**src/rtl/pipeline_result_buffer_pkg.sv**
```systemverilog
// pipeline_result_buffer_pkg: shared pipeline/result-buffer constants.
package pipeline_result_buffer_pkg;
  localparam int PIPE_LATENCY = 3;
  localparam int RESBUF_DEPTH = 4;
  localparam int RESBUF_CW = $clog2(RESBUF_DEPTH) + 1;
  typedef logic [RESBUF_CW-1:0] count_t;
endpackage

```
**src/rtl/pipeline_result_buffer_result_fifo.sv**
```systemverilog
// result_fifo: show-ahead FIFO with async reset, sync clear and zeroed head when empty.
module result_fifo #(
  parameter int DWIDTH = 8,
  parameter int DEPTH = 4
) (
  input  logic                       clk,
  input  logic                       rst,
  input  logic                       clear,
  input  logic                       push,
  input  logic                       pop,
  input  logic [DWIDTH-1:0]          data,
  output logic [DWIDTH-1:0]          head,
  output logic [$clog2(DEPTH):0]     count,
  output logic                       valid
);
  localparam int AW = $clog2(DEPTH);
  localparam logic [AW:0] FULL = (AW+1)'(DEPTH);
  logic [DWIDTH-1:0] mem [DEPTH];
  logic [AW-1:0] wr_ptr, rd_ptr;
  logic do_pop;
  assign valid = count != '0;
  assign do_pop = pop && valid;
  assign head = valid ? mem[rd_ptr] : '0;
  always_ff @(posedge clk or negedge rst)
    if (!rst) begin
      wr_ptr <= '0;
      rd_ptr <= '0;
      count <= '0;
    end else if (clear) begin
      wr_ptr <= '0;
      rd_ptr <= '0;
      count <= '0;
    end else begin
      if (push) wr_ptr <= wr_ptr + AW'(1);
      if (do_pop) rd_ptr <= rd_ptr + AW'(1);
      count <= count + {{AW{1'b0}}, push} - {{AW{1'b0}}, do_pop};
    end
  // storage needs no reset: head is masked to zero while empty
  always_ff @(posedge clk)
    if (push && !clear) mem[wr_ptr] <= data;
  assert property (@(posedge clk) disable iff (!rst) !(push && !clear && count == FULL));
endmodule

```
**src/rtl/pipeline_result_buffer.sv**
```systemverilog
// pipeline_result_buffer: tags accepted issues through the pipeline latency and captures results under credit control.
module pipeline_result_buffer
  import pipeline_result_buffer_pkg::*;
#(
  parameter int DWIDTH = 8,
  parameter int DEPTH = RESBUF_DEPTH,
  parameter int LATENCY = PIPE_LATENCY
) (
  input  logic                     clk,
  input  logic                     rst,
  input  logic                     clear_i,
  input  logic                     issue_valid_i,
  output logic                     issue_ready_o,
  input  logic [DWIDTH-1:0]        res_i,
  output logic                     out_valid_o,
  input  logic                     out_ready_i,
  output logic [DWIDTH-1:0]        out_data_o,
  output logic [$clog2(DEPTH):0]   count_o,
  output logic                     overflow_o
);
  localparam int SW = $clog2(DEPTH) + 1 + $clog2(LATENCY + 1);
  logic [LATENCY-1:0] vld;
  logic [SW-1:0] inflight;
  always_comb begin
    inflight = '0;
    for (int i = 0; i < LATENCY; i++) inflight = inflight + SW'(vld[i]);
  end
  // credits count both stored and in-flight results so a capture never meets a full FIFO
  assign issue_ready_o = (SW'(count_o) + inflight) < SW'(DEPTH);
  always_ff @(posedge clk or negedge rst)
    if (!rst) begin
      vld <= '0;
      overflow_o <= 1'b0;
    end else if (clear_i) begin
      vld <= '0;
      overflow_o <= 1'b0;
    end else begin
      vld <= {vld[LATENCY-2:0], issue_valid_i & issue_ready_o};
      if (issue_valid_i && !issue_ready_o) overflow_o <= 1'b1;
    end
  result_fifo #(.DWIDTH(DWIDTH), .DEPTH(DEPTH)) u_fifo (
    .clk   (clk),
    .rst   (rst),
    .clear (clear_i),
    .push  (vld[LATENCY-1]),
    .pop   (out_ready_i),
    .data  (res_i),
    .head  (out_data_o),
    .count (count_o),
    .valid (out_valid_o)
  );
endmodule

```
**config.mk**
```make
export PLATFORM = sky130hd
export DESIGN_NAME = pipeline_result_buffer
export DESIGN_NICKNAME = d
export VERILOG_FILES = /design/src/rtl/pipeline_result_buffer_pkg.sv /design/src/rtl/pipeline_result_buffer_result_fifo.sv /design/src/rtl/pipeline_result_buffer.sv
export SDC_FILE = /design/constraint.sdc
export NUM_CORES = 1
export LEC_CHECK = 0
export BUFFER_PORTS_ARGS = -buffer_cell sky130_fd_sc_hd__buf_2
export CORE_MARGIN = 1.5
export CORE_UTILIZATION = 40
export CTS_CLUSTER_DIAMETER = 200
export DETAILED_ROUTE_END_ITERATION = 10
export GPL_ROUTABILITY_DRIVEN = 0
export GPL_TIMING_DRIVEN = 0
export PLACE_DENSITY = 0.62
export SYNTH_ARGS = -nofsm -noshare
export SYNTH_HDL_FRONTEND = slang
export SYNTH_HIERARCHICAL = 1
export SYNTH_SLANG_ARGS = --single-unit
```
**constraint.sdc**
```tcl
create_clock -name clk -period 3.47 [get_ports clk]
set_input_delay 1.041 -clock clk [delete_from_list [all_inputs] [get_ports clk]]
set_output_delay 1.041 -clock clk [all_outputs]
set_load 0.05 [all_outputs]
```
==> results of run 1 <==
[through the flow]
stage / total power, mW / util (%) / setup WS (ns)
final: 1.712 / 49.04 / 0.3115
after global routing: 1.808 / 49.04 / 0.1869
after CTS: 1.740 / 49.04 / 0.2911
after detailed placement: 1.366 / 46.65 / 0.6315
after global placement: 1.341 / 46.65 / 0.6873
after floorplan: 1.198 / - / 0.1602
[cell families (layout without fill, tap and decap cells)]
logic type | count (synthesis) | in the layout | share of synthesized area [%]
flops | 43 | 43 | 66.00
mux | 11 | 11 | 11.56
xor+xnor | 2 | 2 | 1.670
compound gates | 3 | 3 | 1.537
simple gates | 30 | 30 | 9.152
fa+ha+maj | 9 | 9 | 6.813
buf+inv | 14 | 48 | 3.273
[path summary, 6_finish.rpt]
path                       slack [ns]  cells after the start                            to                 startpoint
max in group asynchronous        2.65                      1  u_fifo/rd_ptr[0]$_DFFE_PN0P_                        rst
min in group asynchronous        0.61                      1              vld[1]$_DFF_PN0_                        rst
setup reg to reg                 1.38                      8     u_fifo/count[2]$_DFF_PN0_  u_fifo/count[2]$_DFF_PN0_
hold / removal                   0.51                      1              vld[2]$_DFF_PN0_           vld[1]$_DFF_PN0_
setup / recovery                 0.31                      7                 issue_ready_o           vld[2]$_DFF_PN0_
hold reg to reg                  0.51                      1              vld[2]$_DFF_PN0_           vld[1]$_DFF_PN0_
[state kept, by name, indices dropped and copies added (netlist names)]
register,flops
overflow_o,1
u_fifo/count,3
u_fifo/mem,32
vld,3
u_fifo/wr_ptr,2
u_fifo/rd_ptr,2
[metal layers]
| layer | vias up | routed length (um) | track usage [%] |
|---|---|---|---|
| met2 | 21 | 1715 | 24.09 |
| met3 | 9 | 152 | 5.485 |
| met5 | - | 0 | 0 |
| li1 | 471 | - | - |
| met1 | 512 | 1293 | 16.95 |
| met4 | 0 | 81 | 6.838 |
[worst reg2reg max path: cells and delay by family, from the launching register on]
| family | cells | cell delay, ns |
|---|---|---|
| adder cells (fa/ha/maj) | 3 | 0.78 |
| flip-flops | 1 | 0.46 |
| AO/OA/AOI/OAI | 1 | 0.36 |
| XOR/XNOR | 1 | 0.21 |
| buffers and inverters | 2 | 0.11 |
| AND/OR/NAND/NOR | 1 | 0.04 |
[synth_stat cells (all sizes together)]
master / count / share of area, %
edfxtp: 32 / 51
and2: 12 / 4.0
dfrtp: 11 / 15
inv: 10 / 2.0
mux4: 8 / 9.8
ha: 7 / 4.7
nor2: 7 / 1.4
nor2b: 5 / 1.7
clkbuf: 3 / 0.67
fa: 2 / 2.1
mux2: 2 / 1.2
or3: 2 / 0.67
and3b: 1 / 0.47
buf: 1 / 0.60
mux2i: 1 / 0.53
nand2b: 1 / 0.33
nor3: 1 / 0.27
nor4: 1 / 0.33
o221a: 1 / 0.60
o311ai: 1 / 0.47
o31a: 1 / 0.47
xnor2: 1 / 0.47
xnor3: 1 / 1.2
[power groups by stage]
stage | sequential [mW] | combinational, mW | clock, mW
after detailed placement | 0.632 | 0.733 | 0
after floorplan | 0.685 | 0.513 | 0
after global placement | 0.630 | 0.711 | 0
final | 0.621 | 0.720 | 0.371
after global routing | 0.628 | 0.774 | 0.406
after CTS | 0.621 | 0.735 | 0.384
[cell type report]
class	count	area share (%)
sequential	43	56.72
buffer	4	1.091
clock buffer	7	3.502
multi-input combinational	55	26.64
clock inverter	1	1.378
inverter	10	1.722
tap	52	2.985
timing repair buffer	26	5.970
==> metrics.yaml, run 1 <==
syn_nets: 134
clkSlewWorstSetupHoldPaths_ns: 0.07
p_int_mw: 1.034
maxSlewHeadroom_pct: 67.70
cts_made_buffers: 5
comb_power_share_pct: 42.1
final_nets: 167
io_pins: 27
cts_resized: 0
critical_path_class: "reg -> out"
wl_per_cell_um: 16.38
place_area_um2: 2073
multiInputGateArea_um2: 580.6
syn_inst: 112
final_cells: 198
grt_pass1_vias: 1111
dpl.cell_count: 190
yosysWarnings: 6
core_area_um2: 4444
clk_latency_ns: 0.29
crit_top_cell: "inv_1"
antenna_left: 0
failed_checks: "design-rule violations"
dr.pass1.iters: 7
antenna_found_initial: 0
finalCriticalPeriod_ns: 3.159
start_kind: "register"
slew_viol_final: 0
power.share.sequential_pct: 36.3
cp_max_fo: 5
port-buffer-count: 26
syn_to_final_growth_pct: 16.37
ys_seq_elements: 43
worst_pin_slew_ns: 0.4846
vias: 1013
hold_slack_ns: 0.5108
seq_area_frac_synth_pct: 66.00
layout-drive-gt1-share_pct: 30.14
hold_viol_final: 0
drt-total-wl_um: 3243
fin_crit_sh_pct: 91.02
rows: 24
vias_per_cell: 5.116
leakage_nw: 0.8743
slowest_delay_ns: 0.49
critPathTopFamily: "adder cells"
clock.fmax_mhz: 316.6
cts_max_level: 2
synth.distinct_cells: 25
diodes: 0
min_path_type: "reg -> reg"
path_cells: "inv_1 > fa_1 > inv_1 > ha_1 > and3b_1 > nor3_2 > buf_2"
vdd_drop_max_mv: 0.2482
arrival_ns: 2.12
cts.sinks: 43
cp-end-kind: "primary output"
die_w_um: 71.43
critPathSlowestCell: "dfrtp_1"
layout_commonest_cell: "edfxtp_1"
power.net_switching_uw: 677.1
setup_tns_ns: 0
cts_tree: "done"
n_fill_cell: 388
drv_cap: 0
cts_setup_buffers: 0
grt_usage_pct: 14.62
cts_root_buf: "clkbuf_8"
dp_hpwl_um: 2289
grt_pass1_wl_um: 5375
cts_hold_buf: 0
start_util_pct: 42.15
rsz0062_at_grt: "no"
required_ns: 2.43
power_frac_clock_pct: 21.6
regArea_um2: 1236
crit_buf_inv: 3
skew_ns: 0.005175
grt_max_degree: 14
clk_path_buf_depth: 2
status: "complete, but fails checks"
drt_iter0_drc: 56
setup_viol: 0
synth_area_um2: 1873
synth_area_per_cell_um2: 16.72
switching_share_pct: 39.56
fin_area_um2: 2180
power_density_nw_per_um2: 785.3
fp.dieH_um: 71.43
drc: 2
final_cell_mix: "edfxtp_1 (32), buf_2 (26), and2_1 (12)"
grt_remaining_overflow: 0
die-area_um2: 5102
(Power assumes the default switching activity.)
==> run 2, diff against run 1 <==
- RECOVER_POWER: not set -> 100
- SYNTH_HIERARCHICAL: 1 -> not set
==> run 2 against run 1 <==
Sequential power about the same. Largest power group unchanged. Clock skew about the same. Global-route usage decreased by 0.86 points. Routed wire length decreased by 7.0%. Combinational power decreased by 8.6%. Register-to-register slack improved by 0.03 ns. The run now ends clean.
==> metrics.yaml, run 2 <==
vias_per_cell: 5.016  # was 5.116
start_util_pct: 42.12  # was 42.15%
cts_hold_buf: 0  # unchanged
synth_top_family_by_area: "multiplexers"  # unchanged
rows: 24  # unchanged
synth_fa_ha_area_share_pct: 6.911  # was 6.814%
synth_area_leaders: "edfxtp_1 (52%), dfrtp_1 (15%), mux4_2 (8.5%)"  # was edfxtp_1 (51%), dfrtp_1 (15%), mux4_2 (8.4%)
power_density_nw_per_um2: 748.6  # was 785.3 nW/um2
crit_buf_inv: 1  # was 3
min_path_type: "reg -> reg"  # unchanged
grt_usage_pct: 13.75  # was 14.62%
cts_root_buf: "clkbuf_8"  # unchanged
seq_area_frac_synth_pct: 66.94  # was 66.00%
clk_latency_ns: 0.29  # about the same
clkSlewWorstSetupHoldPaths_ns: 0.07  # about the same
vdd_drop_max_mv: 0.2376  # was 0.2482 mV
yosysMostFrequentCell: "edfxtp_1"  # unchanged
cts_max_level: 2  # unchanged
hold_viol_final: 0  # unchanged
synth_compound_area_share_pct: 1.762  # was 1.536%
slew_viol_final: 0  # unchanged
synth.distinct_cells: 24  # was 25
maxSlewHeadroom_pct: 58.01  # was 67.70%
vias: 963  # was 1,013
reg2reg_setup_slack_ns: 1.41  # was 1.38 ns
dp_hpwl_um: 2104  # was 2289 um
top_register: "u_fifo.mem"  # was u_fifo/mem
core_area_um2: 4384  # was 4444 um2
drc: 0  # was 2
grt_pass1_vias: 1045  # was 1,111
drt_iter0_drc: 65  # was 56
drt-total-wl_um: 3016  # was 3243 um
port-buffer-count: 26  # unchanged
layout_setup_ws_ns: 0.2621  # was 0.3115 ns
antenna_left: 0  # unchanged
grt_remaining_overflow: 0  # unchanged
synth_area_per_cell_um2: 17.42  # was 16.72 um2
ys_top_cells_by_count: "edfxtp_1 (32), and2_1 (12), dfrtp_1 (11), ha_1 (7), mux4_2 (7)"  # was edfxtp_1 (32), and2_1 (12), dfrtp_1 (11), inv_1 (10)
final_nets: 161  # was 167
synth-xor-area-share_pct: 1.694  # was 1.670%
syn_to_final_growth_pct: 13.75  # was 16.37%
muxShareOfSynthArea_pct: 11.72  # was 11.56%
reg2reg_from: "u_fifo.count[2]$_DFF_PN0_"  # was u_fifo/count[2]$_DFF_PN0_
layout-drive-gt1-share_pct: 15.00  # was 30.14%
antenna_found_initial: 0  # unchanged
start_kind: "register"  # unchanged
cts_made_buffers: 5  # unchanged
setup_tns_ns: 0  # unchanged
clk_path_buf_depth: 2  # unchanged
syn_nets: 128  # was 134
rsz0062_at_grt: "no"  # unchanged
worstSetupStartpoint: "u_fifo.count[0]$_DFF_PN0_"  # was vld[2]$_DFF_PN0_
setup_viol: 0  # unchanged
io_pins: 27  # unchanged
diodes: 0  # unchanged
die_w_um: 70.95  # was 71.43 um
synth_area_um2: 1847  # was 1873 um2
status: "completed"  # was complete, but fails checks
critPathSlowestCell: "dfrtp_1"  # unchanged
grt_pass1_wl_um: 5037  # was 5375 um
critical_path_class: "reg -> out"  # unchanged
critPathTopFamily: "adder cells"  # unchanged
ys_seq_elements: 43  # unchanged
clock.fmax_mhz: 311.7  # was 316.6 MHz
largest_reg_flops: 32  # unchanged
cts.sinks: 43  # unchanged
leakage_nw: 0.7633  # was 0.8743 nW
cts_setup_buffers: 0  # unchanged
synth-async-reset-ratio_pct: 25.58  # unchanged
dr.pass1.iters: 4  # was 7
fin_crit_sh_pct: 92.45  # was 91.02%
cp-end-kind: "primary output"  # unchanged
fp.dieH_um: 70.95  # was 71.43 um
syn_inst: 106  # was 112
synth-edff-count: 32  # unchanged
skew_ns: 0.004981  # was 0.005175 ns
wl_per_cell_um: 15.71  # was 16.38 um
required_ns: 2.43  # about the same
drv_cap: 0  # unchanged
cts_tree: "done"  # unchanged
synth_simple_gate_area_share_pct: 8.469  # was 9.152%
arrival_ns: 2.17  # was 2.12 ns
path_cells: "fa_1 > ha_1 > a311oi_2 > clkbuf_2"  # was inv_1 > fa_1 > inv_1 > ha_1 > and3b_1 > nor3_2 > buf_2
grt_max_degree: 13  # was 14
dp_slack_ns: 0.6169  # was 0.6315 ns
finalCriticalPeriod_ns: 3.208  # was 3.159 ns
final_cell_mix: "edfxtp_1 (32), clkbuf_1 (27), dfrtp_1 (11)"  # was edfxtp_1 (32), buf_2 (26), and2_1 (12)
slowest_delay_ns: 0.45  # was 0.49 ns
layout_commonest_cell: "edfxtp_1"  # unchanged
hold_start: "overflow_o$_DFFE_PN0P_"  # was vld[1]$_DFF_PN0_
cts_resized: 0  # unchanged
yosysWarnings: 0  # was 6
netlist.area_leader.share_pct: 52.03  # was 51.30%
top_regs: "u_fifo.mem (32), u_fifo.count (3), vld (3)"  # was u_fifo/mem (32), u_fifo/count (3), vld (3)
worst_pin_slew_ns: 0.6296  # was 0.4846 ns
die-area_um2: 5033  # was 5102 um2
synthFlopType: "edfxtp_1"  # unchanged
cp_max_fo: 6  # was 5
synth_largest_area_cell: "edfxtp_1"  # unchanged
[run 2: cell types whose count changed in the layout (fill, tap and decap cells not counted), sizes merged]
cell,before,now
a311oi,0,1
buf,27,3
bufinv,1,0
clkbuf,10,34
clkinv,0,1
inv,10,6
nor2,7,6
nor2b,5,6
nor3,1,0
nor4,1,0
o221a,1,0
o22ai,0,1
or3,2,1
[run 2: kinds of logic (layout without fill, tap and decap cells)]
kind of cell             after synthesis  count (layout)
XOR/XNOR                               2               2
adder cells (fa/ha/maj)                9               9
buffers and inverters                 10              44
AO/OA/AOI/OAI                          4               4
flip-flops                            43              43
AND/OR/NAND/NOR                       27              27
multiplexers                          11              11
[run 2: layout make-up]
| type | instances | area, um2 |
|---|---|---|
| Buffer | 4 | 23.77 |
| Clock buffer | 7 | 76.32 |
| Clock inverter | 1 | 5.005 |
| Fill cell | 401 | 2283 |
| Inverter | 6 | 22.52 |
| Multi-Input combinational cell | 53 | 570.5 |
| Sequential cell | 43 | 1236 |
| Tap cell | 52 | 65.06 |
| Timing Repair Buffer | 26 | 101.3 |
[run 2: metrics by stage]
step | total power, mW | util, % | hold WS [ns] | std cells | cell area, um2
3_3_place_gp | 1.301 | 46.72 | 0.4923 | 184 | 2048
3_5_place_dp | 1.319 | 46.72 | 0.5068 | 184 | 2048
5_1_grt | 1.661 | 47.92 | 0.5676 | 192 | 2101
2_1_floorplan | 1.163 | - | 0.4842 | 106 | 1853
6_report | 1.573 | 47.92 | 0.5360 | 192 | 2101
4_1_cts | 1.619 | 48.57 | 0.5327 | 192 | 2130
[run 2: power breakdown]
| group | switching, mW | total [mW] | internal (mW) |
|---|---|---|---|
| Sequential | 0.0370 | 0.618 | 0.581 |
| Combinational | 0.459 | 0.658 | 0.199 |
| Clock | 0.155 | 0.297 | 0.141 |
| Total | 0.652 | 1.57 | 0.921 |
[run 2: worst min-delay path, delay by kind of cell (launching register included)]
family / cells / cell delay (ns)
AOI/OAI and AO/OA: 1 / 0.07
buffers and inverters: 1 / 0.05
DFF: 1 / 0.37
[run 2: routing by layer]
metal / vias to the layer above / GRT usage, % / part of all wire [%]
met1: 489 / 16.39 / 40
met3: 6 / 3.276 / 4.4
met4: 0 / 7.547 / 2.0
li1: 451 / - / -
met5: - / 0 / 0
met2: 17 / 23.05 / 54
[run 2: path summary, 6_finish.rpt]
kind | endpoint | cells past startpoint
setup / recovery | issue_ready_o | 4
hold / removal | overflow_o$_DFFE_PN0P_ | 2
setup reg to reg | u_fifo.count[2]$_DFF_PN0_ | 8
hold reg to reg | overflow_o$_DFFE_PN0P_ | 2
max in group asynchronous | u_fifo.rd_ptr[1]$_DFFE_PN0P_ | 1
min in group asynchronous | u_fifo.count[2]$_DFF_PN0_ | 1
